[src/rtl/t08_mem_pkg.sv]
// Shared types and constants for the t08 data-memory stage.
//   mem_state_t : bus transaction FSM state
//   F3_*        : funct3 access size/sign encodings
//   f3_legal()  : whether a funct3 code is a supported access for a load or a store
package t08_mem_pkg;

  typedef enum logic [1:0] {IDLE, REQ, DONE} mem_state_t;

  localparam logic [2:0] F3_B  = 3'b000;
  localparam logic [2:0] F3_H  = 3'b001;
  localparam logic [2:0] F3_W  = 3'b010;
  localparam logic [2:0] F3_BU = 3'b100;
  localparam logic [2:0] F3_HU = 3'b101;

  // Unsigned variants only make sense for loads.
  function automatic logic f3_legal(input logic [2:0] f3, input logic is_store);
    case (f3)
      F3_B, F3_H, F3_W: f3_legal = 1'b1;
      F3_BU, F3_HU:     f3_legal = !is_store;
      default:          f3_legal = 1'b0;
    endcase
  endfunction

endpackage

[src/rtl/t08_mem_lane_align.sv]
// Combinational byte-lane logic for one access.
//   funct3_i     : access size/sign
//   addr_i       : byte offset within the word
//   store_data_i : rs2 value for stores
//   rdata_i      : bus read word
//   sel_o        : byte enables
//   wdata_o      : store data replicated onto every lane
//   load_ext_o   : extracted and sign/zero-extended load value
//   misaligned_o : halfword/word access not on its natural boundary
module t08_mem_lane_align
  import t08_mem_pkg::*;
(
  input  logic [2:0]  funct3_i,
  input  logic [1:0]  addr_i,
  input  logic [31:0] store_data_i,
  input  logic [31:0] rdata_i,
  output logic [3:0]  sel_o,
  output logic [31:0] wdata_o,
  output logic [31:0] load_ext_o,
  output logic        misaligned_o
);

  logic [7:0]  byte_v;
  logic [15:0] half_v;

  assign byte_v = rdata_i[{addr_i, 3'b000} +: 8];
  assign half_v = rdata_i[{addr_i[1], 4'b0000} +: 16];

  always_comb begin
    sel_o        = 4'b0000;
    wdata_o      = store_data_i;
    load_ext_o   = 32'h0;
    misaligned_o = 1'b0;
    case (funct3_i)
      F3_B, F3_BU: begin
        sel_o      = 4'b0001 << addr_i;
        wdata_o    = {4{store_data_i[7:0]}};
        load_ext_o = (funct3_i == F3_B) ? {{24{byte_v[7]}}, byte_v} : {24'h0, byte_v};
      end
      F3_H, F3_HU: begin
        sel_o        = addr_i[1] ? 4'b1100 : 4'b0011;
        wdata_o      = {2{store_data_i[15:0]}};
        load_ext_o   = (funct3_i == F3_H) ? {{16{half_v[15]}}, half_v} : {16'h0, half_v};
        misaligned_o = addr_i[0];
      end
      F3_W: begin
        sel_o        = 4'b1111;
        load_ext_o   = rdata_i;
        misaligned_o = |addr_i;
      end
      default: ;
    endcase
  end

endmodule

[src/rtl/t08_memory_handler.sv]
// Data-memory stage: turns one load/store from the control unit into a single
// req/ack bus transaction and freezes the core until it completes.
//   clk, nRst          : clock, async active-low reset
//   read, write        : load / store present
//   funct3             : access size/sign
//   addr, store_data   : byte address, rs2 value
//   mem_ack, mem_rdata : bus completion pulse and read word
//   mem_req .. mem_sel : bus request, direction, word address, lane data, byte enables
//   freeze             : stall PC/writeback
//   load_data          : extended load result (held until next load)
//   load_valid, err    : one-cycle pulses in DONE
//
// state | meaning
// IDLE  | waiting for a memory instruction; legal ones latch and go to REQ
// REQ   | mem_req high, waiting for mem_ack or timeout
// DONE  | one cycle: pulses load_valid/err, releases freeze
module t08_memory_handler
  import t08_mem_pkg::*;
#(
  parameter int unsigned TIMEOUT_CYCLES = 255
) (
  input  logic        clk,
  input  logic        nRst,
  input  logic        read,
  input  logic        write,
  input  logic [2:0]  funct3,
  input  logic [31:0] addr,
  input  logic [31:0] store_data,
  input  logic        mem_ack,
  input  logic [31:0] mem_rdata,
  output logic        mem_req,
  output logic        mem_we,
  output logic [31:0] mem_addr,
  output logic [31:0] mem_wdata,
  output logic [3:0]  mem_sel,
  output logic        freeze,
  output logic [31:0] load_data,
  output logic        load_valid,
  output logic        err
);

  localparam int CW = (TIMEOUT_CYCLES > 2) ? $clog2(TIMEOUT_CYCLES) : 1;
  localparam logic [CW-1:0] TO_LOAD = CW'((TIMEOUT_CYCLES > 0) ? TIMEOUT_CYCLES - 1 : 0);

  mem_state_t  state_q, state_d;
  logic        we_q, we_d;
  logic [31:0] addr_q, addr_d;
  logic [31:0] wdata_q, wdata_d;
  logic [3:0]  sel_q, sel_d;
  logic [2:0]  f3_q, f3_d;
  logic [1:0]  b_q, b_d;
  logic [CW-1:0] cnt_q, cnt_d;
  logic        err_q, err_d;
  logic        lv_q, lv_d;
  logic [31:0] ld_q, ld_d;

  logic [2:0]  al_f3;
  logic [1:0]  al_b;
  logic [3:0]  al_sel;
  logic [31:0] al_wdata;
  logic [31:0] al_ext;
  logic        al_mis;

  // The aligner sees the live instruction while deciding in IDLE and the
  // latched copy while a transaction is outstanding.
  assign al_f3 = (state_q == IDLE) ? funct3 : f3_q;
  assign al_b  = (state_q == IDLE) ? addr[1:0] : b_q;

  t08_mem_lane_align u_align (
    .funct3_i     (al_f3),
    .addr_i       (al_b),
    .store_data_i (store_data),
    .rdata_i      (mem_rdata),
    .sel_o        (al_sel),
    .wdata_o      (al_wdata),
    .load_ext_o   (al_ext),
    .misaligned_o (al_mis)
  );

  always_comb begin
    state_d = state_q;
    we_d    = we_q;
    addr_d  = addr_q;
    wdata_d = wdata_q;
    sel_d   = sel_q;
    f3_d    = f3_q;
    b_d     = b_q;
    cnt_d   = cnt_q;
    ld_d    = ld_q;
    err_d   = 1'b0;
    lv_d    = 1'b0;
    case (state_q)
      IDLE: begin
        if (read || write) begin
          if ((read ^ write) && f3_legal(funct3, write) && !al_mis) begin
            state_d = REQ;
            we_d    = write;
            addr_d  = {addr[31:2], 2'b00};
            wdata_d = al_wdata;
            sel_d   = al_sel;
            f3_d    = funct3;
            b_d     = addr[1:0];
            cnt_d   = TO_LOAD;
          end else begin
            state_d = DONE;
            err_d   = 1'b1;
            if (read) begin
              lv_d = 1'b1;
              ld_d = 32'h0;
            end
          end
        end
      end
      REQ: begin
        if (mem_ack) begin
          state_d = DONE;
          if (!we_q) begin
            lv_d = 1'b1;
            ld_d = al_ext;
          end
        end else if ((TIMEOUT_CYCLES != 0) && (cnt_q == '0)) begin
          state_d = DONE;
          err_d   = 1'b1;
          if (!we_q) begin
            lv_d = 1'b1;
            ld_d = 32'h0;
          end
        end else begin
          cnt_d = cnt_q - 1'b1;
        end
      end
      DONE:    state_d = IDLE;
      default: state_d = IDLE;
    endcase
  end

  always_ff @(posedge clk or negedge nRst) begin
    if (!nRst) begin
      state_q <= IDLE;
      we_q    <= 1'b0;
      addr_q  <= 32'h0;
      wdata_q <= 32'h0;
      sel_q   <= 4'b0000;
      f3_q    <= 3'b000;
      b_q     <= 2'b00;
      cnt_q   <= '0;
      err_q   <= 1'b0;
      lv_q    <= 1'b0;
      ld_q    <= 32'h0;
    end else begin
      state_q <= state_d;
      we_q    <= we_d;
      addr_q  <= addr_d;
      wdata_q <= wdata_d;
      sel_q   <= sel_d;
      f3_q    <= f3_d;
      b_q     <= b_d;
      cnt_q   <= cnt_d;
      err_q   <= err_d;
      lv_q    <= lv_d;
      ld_q    <= ld_d;
    end
  end

  assign mem_req    = (state_q == REQ);
  assign mem_we     = we_q;
  assign mem_addr   = addr_q;
  assign mem_wdata  = wdata_q;
  assign mem_sel    = sel_q;
  assign freeze     = (state_q == REQ) || ((state_q == IDLE) && (read || write));
  assign load_data  = ld_q;
  assign load_valid = lv_q;
  assign err        = err_q;

endmodule

[config.mk]
export PLATFORM = sky130hd
export DESIGN_NAME = t08_memory_handler
export DESIGN_NICKNAME = d
export VERILOG_FILES = /design/src/rtl/t08_mem_pkg.sv /design/src/rtl/t08_mem_lane_align.sv /design/src/rtl/t08_memory_handler.sv
export SDC_FILE = /design/constraint.sdc
export NUM_CORES = 1
export LEC_CHECK = 0
export CELL_PAD_IN_SITES_DETAIL_PLACEMENT = 2
export CELL_PAD_IN_SITES_GLOBAL_PLACEMENT = 2
export CORE_AREA = 2 2 149 151
export CTS_BUF_LIST = sky130_fd_sc_hd__clkbuf_2
export DETAILED_ROUTE_END_ITERATION = 10
export DIE_AREA = 0 0 151 153
export PLACE_DENSITY_LB_ADDON = 0.1
export SLEW_MARGIN = 15
export SYNTH_ARGS = -nofsm -noshare
export SYNTH_HDL_FRONTEND = slang
export SYNTH_HIERARCHICAL = 1
export SYNTH_SLANG_ARGS = --single-unit
export TNS_END_PERCENT = 20
[constraint.sdc]
create_clock -name clk -period 4.7 [get_ports clk]
set_input_delay 0.705 -clock clk [delete_from_list [all_inputs] [get_ports clk]]
set_output_delay 0.705 -clock clk [all_outputs]
set_load 0.005 [all_outputs]
# ---- After elaboration in Yosys (flattened, before gate mapping)
# Index checks and enable logic that the tools add are counted.
dict set report totals {
  ff_bits 116
  input_bits 104
  word_cells 96
  out_inout_bits 105
}
dict set report op_classes {
  n_mux 42
  n_reduce_logical 21
  shift 3
  addsub 1
  bitwise 1
  eq_ne 17
}
# operator count
set op_table {}
lappend op_table {{2-to-1 mux 32 bit} 9}
lappend op_table {{one-hot mux 32 bit (2 select lines)} 2}
lappend op_table {{one-hot mux 32 bit (3 select lines)} 1}
lappend op_table {{2-to-1 mux 8 bit} 4}
lappend op_table {{variable part select 32 x 6 -> 16 bit} 1}
lappend op_table {{variable part select 32 x 6 -> 8 bit} 1}
lappend op_table {{one-hot mux 8 bit (2 select lines)} 1}
lappend op_table {{== test 3 bit, second input constant} 4}
lappend op_table {{2-to-1 mux 1 bit} 12}
lappend op_table {{one-hot mux 4 bit (3 select lines)} 1}
lappend op_table {{2-to-1 mux 2 bit} 5}
lappend op_table {{!= test 2 bit, second input constant} 5}
lappend op_table {{logical NOT 8 bit} 1}
lappend op_table {{one-hot mux 1 bit (2 select lines)} 4}
lappend op_table {{OR reduction 2 bit} 4}
lappend op_table {{subtractor 8 x 1 -> 8 bit, second input constant} 1}
lappend op_table {{== test 3 x 1 -> 1 bit, second input constant} 2}
lappend op_table {{== test 3 x 2 -> 1 bit, second input constant} 2}
lappend op_table {{logical NOT 3 bit} 2}
lappend op_table {{AND reduction 6 bit} 1}
lappend op_table {{AND reduction 5 bit} 1}
lappend op_table {{2-to-1 mux 4 bit} 1}
lappend op_table {{!= test 2 x 1 -> 1 bit, second input constant} 2}
lappend op_table {{one-hot mux 2 bit (2 select lines)} 1}
lappend op_table {{other kinds (13)} 17}

# ---- Logic depth before layout (Yosys ltp)
# Gate-level depths: netlist (run 1).
dict set report logic_depth {
  depth_word 10
  ltp_mapped 14
  depth_no_buf 9
}

# ---- Hierarchy
# The synthesis (run 1) kept the hierarchy.
# mod cells_per_inst seq_area_each_um2 area_per_inst_um2 n_inst
set by_module_without_submodules {}
lappend by_module_without_submodules {t08_memory_handler 341 2902.8 4724.5 1}
lappend by_module_without_submodules {t08_mem_lane_align 164 0.0 1198.6 1}

# ---- Worst setup path before layout (run 1)
# Ideal clock, no wire load.
dict set report synth_path {
  path_kind {reg-to-reg}
  start {reg state_q[0]}
  end {reg wdata_q[14] (netlist: mem_wdata[14])}
  synth_period_minus_slack_ns 2.890
  path_slack_ns 1.810
  path_stages_with_launch 14
  path_buffers 6
  arrival_time_ns 2.765
  cell_sequence {dfrtp_1 clkbuf_1 nor2_1 mux2_2 buf_2 buf_2 o211ai_1 nand2_1 nor2b_1 o211a_1 buf_2 buf_4 buf_4 mux2_2}
}
dict set report synth_between {
  elab_chain_len 8
  elab_cells_between_ends 16
  cone_classes {4 x eq/ne; 4 x mux; 8 x reduce/logical}
}
# item line_no
set synth_lines {}
lappend synth_lines {{from (decl)} t08_memory_handler.sv:45} ;# mem_state_t state_q, state_d;
lappend synth_lines {{from (signal assigned)} t08_memory_handler.sv:151} ;# state_q <= state_d;
lappend synth_lines {{logical NOT 2 bit (*)} t08_memory_handler.sv:66} ;# assign al_f3 = (state_q == IDLE) ? funct3 : f3_q;
lappend synth_lines {{2-to-1 mux 3 bit (*)} t08_memory_handler.sv:66}
lappend synth_lines {{via al_f3[1]} t08_memory_handler.sv:57} ;# logic [2:0] al_f3;
lappend synth_lines {{== test 3 bit / == test 3 x 1 -> 1 bit (equally long branches)} t08_mem_lane_align.sv:34} ;# case (funct3_i)
lappend synth_lines {{OR reduction 2 bit} t08_mem_lane_align.sv:34}
lappend synth_lines {{one-hot mux 1 bit (2 select lines) (*)} t08_mem_lane_align.sv:34}
lappend synth_lines {{via al_mis} t08_memory_handler.sv:62} ;# logic al_mis;
lappend synth_lines {{logical NOT 1 bit (*)} t08_memory_handler.sv:95} ;# if ((read ^ write) && f3_legal(funct3, write) && !al_mis) begin
lappend synth_lines {{logical AND 1 bit (*)} t08_memory_handler.sv:95}
lappend synth_lines {{AND reduction 3 bit (no line) (*)} -}
lappend synth_lines {{to (signal assigned)} t08_memory_handler.sv:154} ;# wdata_q <= wdata_d;
lappend synth_lines {{to (decl)} t08_memory_handler.sv:48} ;# logic [31:0] wdata_q, wdata_d;
# The timed path passes the listed nets; every way through them passes the cells marked *.
# A chain may end at the register's enable or synchronous reset.

# ---- Worst setup path after layout (run 1)
dict set report layout_path {
  start {reg state_q[0]}
  end {reg wdata_q[7] (netlist: mem_wdata[7])}
}
# Same word-level chain as after synthesis.

==> metrics.txt, run 1 <==
outcome finished, final reports clean; LEAKAGE 3.81 nW; share of cells above drive strength 1 21.3%; maximum clock rate 0.298 GHz; cells after synthesis 505; Setup crit end kind flop; final hold violations 0; WP data required 5.26 ns; fin crit period 3.35 ns; Crit Reg-Reg Endpoint mem_wdata[7]$_DFFE_PN0P_; RSZ-0062 raised after global routing false; post-synthesis sequential area ratio 49.0%; worst skew pair latency 0.67 ns; routed vias/inst 4.81; Final Util 38.9%; Detail Placement HPWL 14.1 mm; MaxCap Viol Count 0; RePlAce Congestion 0.728; post-synthesis cell type count 49; hold buffer count at CTS 0; average size of a mapped cell 11.7 um^2; post-route ant nets 0; element type at the critical path start flop; largest net degree at the start of global routing 55; TNS Setup 0 ns; DRC 0; Die W 151 um; grt ovf 0; Slew HR 26.2%; first-pass GRT wire length 30.2 mm; PwrDens 540 nW/um^2; R2R Path Start state_q[0]$_DFFE_PN0P_; vias in the first global route 5423; Yosys Warn Count 6; Global Route Usage Sum 17.0%; r2r setup slk 1.35 ns; Port-buffer cells 206; CTS Sinks 116; synth top area cells dfrtp_1, mux2_2, a21o_1; dominant synthesized flop cell dfrtp_1; Post-synth EDFFs 0; critical path arrival 3.91 ns; Slew Limit Fails 0; initial antenna violation count 3; synthesized cell area 5920 um^2; initial drt markers 86; total CTS buffers 17; critical path class reg2reg; Nets 799; Avg WL per Cell 19.3 um; CTS root buf clkbuf_2; skew final 0.0279 ns; total number of vias 4741; cell accounting for the most synthesized area dfrtp_1; Clock Pin Slew Worst Setup and Hold Paths 0.19 ns; hold crit path type in2async; Setup Buffers After CTS 0; Die Area 23100 um^2; Worst Max-Slew Pin Slew 1.10 ns; Area growth syn-to-layout 41.0%; # IOs 209; R2R depth 9; initial core utilization 27.6%; fraction of the cycle the final worst path needs 71.3%; Die Y 153 um; # setup viols final 0; Pre-antenna DRT Iters 4; num rows 54; crit path max fanout 40; most common cell in the netlist dfrtp_1; top-area cell type share of the netlist area 49.0%; core footprint 21500 um^2; Async SR Flop Fraction 100%; TritonCTS clock tree built; CTS Buffer Depth 2; final WL 19.0 mm; PostCTS Resize Cnt 0; synthesized flop and latch total 116; H-tree lvl count 4; Post-synth top cells dfrtp_1, mux2_2, a21o_1, and3_1, nand2_1; Worst VDD drop 0.000249 V
-- critical path, cell delays in order, from the launching register on --
cell and delay, ns:
dfrtp_1 0.50, nor2_1 0.37, mux2_2 0.52, nor2b_1 0.24
nand2_1 0.12, nand2_1 0.06, nor2b_1 0.20, o211a_4 0.59
buf_12 0.28, mux2_2 0.36
-- per-layer routing --
layer / vias up / track usage (%) / share of wire [%]
met3: 14 / 6.90 / 8.1
met2: 137 / 28.1 / 49
met1: 2384 / 20.5 / 41
met4: 2 / 4.32 / 0.96
li1: 2204 / - / -
met5: - / 0 / 0.068
-- kinds of logic (layout without fill, tap and decap cells) --
kind of cell | Yosys count | in the layout | synth area share [%]
simple gates | 126 | 126 | 11.8
flops | 116 | 116 | 49.0
mux | 110 | 110 | 20.8
compound gates | 95 | 95 | 12.3
buf+inv | 55 | 253 | 5.58
fa+ha+maj | 2 | 2 | 0.422
other cells | 1 | 4 | 0.0633
-- registers in the layout, summed over array words and instances, names as in the netlist, 2 cells and up --
| register | flops |
|---|---|
| load_data | 32 |
| mem_sel | 4 |
| mem_addr | 30 |
| cnt_q | 8 |
| state_q | 2 |
| mem_wdata | 32 |
| f3_q | 3 |
| b_q | 2 |
-- power breakdown --
part | internal, mW | leakage (nW) | switching [mW]
clock | 0.239 | 0.122 | 0.410
combinational | 1.30 | 2.25 | 1.01
sequential | 1.35 | 1.44 | 0.211
-- layout make-up --
class | count | area [um^2]
diodes | 2 | 5.00
flip-flops and latches | 116 | 2900
clock buffers | 18 | 90.1
multi-input cells | 335 | 2700
clock inverters | 12 | 136
fillers | 2270 | 13100
inverters | 9 | 33.8
well taps | 280 | 350
repair buffers | 214 | 2130
-- cells in the final DEF, fill, tap and decap left out, types with 14 or more instances in the layout --
cell / count
and3_1: 32
nand2_1: 29
nand3_1: 20
o211ai_1: 14
dfrtp_1: 116
o21ai_0: 19
mux2_2: 97
clkbuf_2: 18
clkdlybuf4s50_1: 205
a21o_1: 32
-- through the flow --
step	cell area (um^2)	power (mW)	hold WS, ns	std cells	setup WS [ns]
floorplan	5930	2.85	0.409	506	1.81
global placement	8120	3.85	0.461	954	1.02
detailed placement	8120	3.93	0.466	954	0.912
CTS	8350	4.62	0.000523	984	1.28
global route	8350	4.89	0.0153	985	0.964
finish	8350	4.51	0.0638	986	1.35
-- how the worst max path moves through the flow --
stage / to / startpoint
after CTS: mem_wdata[7]$_DFFE_PN0P_ / state_q[0]$_DFFE_PN0P_
after global placement: mem_addr[30]$_DFFE_PN0P_ / funct3[1]
after detailed placement: mem_addr[13]$_DFFE_PN0P_ / funct3[1]
after floorplan: mem_wdata[14]$_DFFE_PN0P_ / state_q[0]$_DFFE_PN0P_
final: mem_wdata[7]$_DFFE_PN0P_ / state_q[0]$_DFFE_PN0P_
after global routing: mem_addr[13]$_DFFE_PN0P_ / state_q[0]$_DFFE_PN0P_
Power figures use the tool's default switching activity.
==> run 2, diff against run 1 <==
- clock period: 4.7 -> 3.2 ns (I/O delays scaled with it)
==> run 2 against run 1 <==
Compared with the run above:
- power up 50%
- global-route usage up 0.53 points
- highest routed layer unchanged
- first-iteration DRC count up 31%
- die area unchanged
- core utilization up 0.54 points
- combinational power up 52%
- clock skew up 0.0096 ns
==> metrics.txt, run 2 (synthesis results as in run 1) <==
r2r setup slk 0.25 ns (-1.10 ns); initial core utilization 27.6% (unchanged); skew final 0.0374 ns (+0.00958 ns); routed vias/inst 4.82 (+0.34%); CTS Sinks 116 (unchanged); DRC 0 (unchanged); Setup WS pre-CTS 0.269 ns (-0.643 ns); TNS Setup 0 ns (unchanged); grt ovf 0 (unchanged); Final Util 39.4% (+0.54 points); R2R depth 8 (-1); largest net degree at the start of global routing 61 (+11%); Worst Max-Slew Pin Slew 0.851 ns (-0.252 ns); Nets 809 (+1.3%); MaxCap Viol Count 0 (unchanged); RSZ-0062 raised after global routing false; # IOs 209 (unchanged); Slew Limit Fails 0 (unchanged); initial drt markers 113 (+31%); outcome finished, final reports clean; crit-path cells nor2_1, mux2_2, o211ai_1, nand2_1, nor2b_1, o211a_4, buf_4, mux2_2; Die W 151 um (unchanged); critical path arrival 3.53 ns (-0.38 ns); H-tree lvl count 4 (unchanged); Slew HR 43.2% (+17 points); fraction of the cycle the final worst path needs 92.2% (+21 points); total number of vias 4815 (+1.6%); Worst VDD drop 0.000304 V (+22%); CTS root buf clkbuf_2; maximum clock rate 0.339 GHz (+14%); critical path's slowest cell dfrtp_1; crit path max fanout 14 (-65%); fin crit period 2.95 ns (-0.403 ns); TritonCTS clock tree built; most frequent cells in the layout clkdlybuf4s50_1, dfrtp_1, mux2_2, and3_1, a21o_1; WP data required 3.78 ns (-1.48 ns); final WL 19.5 mm (+2.5%); hold buffer count at CTS 1 (+1); Buf/Inv on CP 1 (unchanged); total CTS buffers 17 (unchanged); final worst setup slack 0.250 ns (-1.10 ns); most used cell, CP mux2_2; vias in the first global route 5480 (+1.1%); PostCTS Resize Cnt 0 (unchanged); num rows 54 (unchanged); Setup Buffers After CTS 0 (unchanged); Worst path depth 8 (-1); critical path class reg2reg; core footprint 21500 um^2 (unchanged); PwrDens 798 nW/um^2 (+48%); most common cell after layout, fill and taps aside clkdlybuf4s50_1; slowest stage delay, CP 0.50 ns (-0.09 ns); Clock Pin Slew Worst Setup and Hold Paths 0.19 ns (about the same); RePlAce Congestion 0.711 (-2.4%); Pre-antenna DRT Iters 4 (unchanged); first-pass GRT wire length 31.1 mm (+2.9%); share of cells above drive strength 1 22.5% (+1.2 points); initial antenna violation count 3 (unchanged); hold crit path type in2async; final hold violations 0 (unchanged); Crit Reg-Reg Endpoint mem_wdata[9]$_DFFE_PN0P_; delay-heaviest family, CP multiplexers; worst skew pair latency 0.70 ns (+0.03 ns); Global Route Usage Sum 17.5% (+0.53 points); Die Y 153 um (unchanged); Detail Placement HPWL 14.6 mm (+3.5%); CTS Buffer Depth 2 (unchanged); LEAKAGE 3.89 nW (+2.0%); Avg WL per Cell 19.5 um (+1.3%); Area growth syn-to-layout 43.0%; # setup viols final 0 (unchanged); R2R Path Start state_q[0]$_DFFE_PN0P_; post-route ant nets 0 (unchanged); Setup crit end kind flop; Die Area 23100 um^2 (unchanged); Port-buffer cells 206 (unchanged); element type at the critical path start flop
## run 2: worst max-delay path by stage
stage / startpoint / endpoint / slack (ns)
after floorplan: state_q[0]$_DFFE_PN0P_ / mem_wdata[14]$_DFFE_PN0P_ / 0.31
after global placement: addr[0] / mem_wdata[17]$_DFFE_PN0P_ / 0.38
after detailed placement: state_q[0]$_DFFE_PN0P_ / mem_wdata[2]$_DFFE_PN0P_ / 0.27
after CTS: state_q[0]$_DFFE_PN0P_ / mem_wdata[9]$_DFFE_PN0P_ / 0.22
after global routing: state_q[0]$_DFFE_PN0P_ / mem_wdata[9]$_DFFE_PN0P_ / 0.09
final: state_q[0]$_DFFE_PN0P_ / mem_wdata[9]$_DFFE_PN0P_ / 0.25
## run 2: area by class of cell
cell class / instances / area, um^2
Tap cell: 280 / 350
Sequential cell: 116 / 2900
Multi-Input combinational cell: 335 / 2700
Clock buffer: 18 / 90.1
Clock inverter: 14 / 138
Antenna cell: 2 / 5.00
Inverter: 9 / 33.8
Timing Repair Buffer: 224 / 2250
Fill cell: 2248 / 13000
## run 2: where the power goes
| part | switching, mW | total [mW] | internal [mW] |
|---|---|---|---|
| clock network | 0.613 | 0.968 | 0.355 |
| registers | 0.301 | 2.28 | 1.98 |
| logic | 1.53 | 3.51 | 1.98 |
| total | 2.45 | 6.76 | 4.32 |
## run 2: layer usage
layer	wire (um)	global-route usage, %	vias to the layer above
li1	-	-	2226
met1	8070	20.8	2429
met2	9620	29.3	141
met3	1580	7.16	17
met4	187	4.54	2
met5	12	0	-
## run 2: worst reg2reg max path: cells and delay by family, from the launching register on
kind / cells / cell delay (ns)
buf+inv: 1 / 0.27
mux: 2 / 0.85
simple gates: 3 / 0.68
compound gates: 2 / 0.54
flops: 1 / 0.50
## run 2: stage by stage
stage	power [mW]	hold WS (ns)	std cells	cell area, um^2
final	6.76	0.241	998	8470
after CTS	6.90	0.175	996	8460
after floorplan	4.18	0.184	506	5930
after global placement	5.75	0.458	963	8230
after global routing	7.28	0.168	997	8470
after detailed placement	5.87	0.465	963	8230
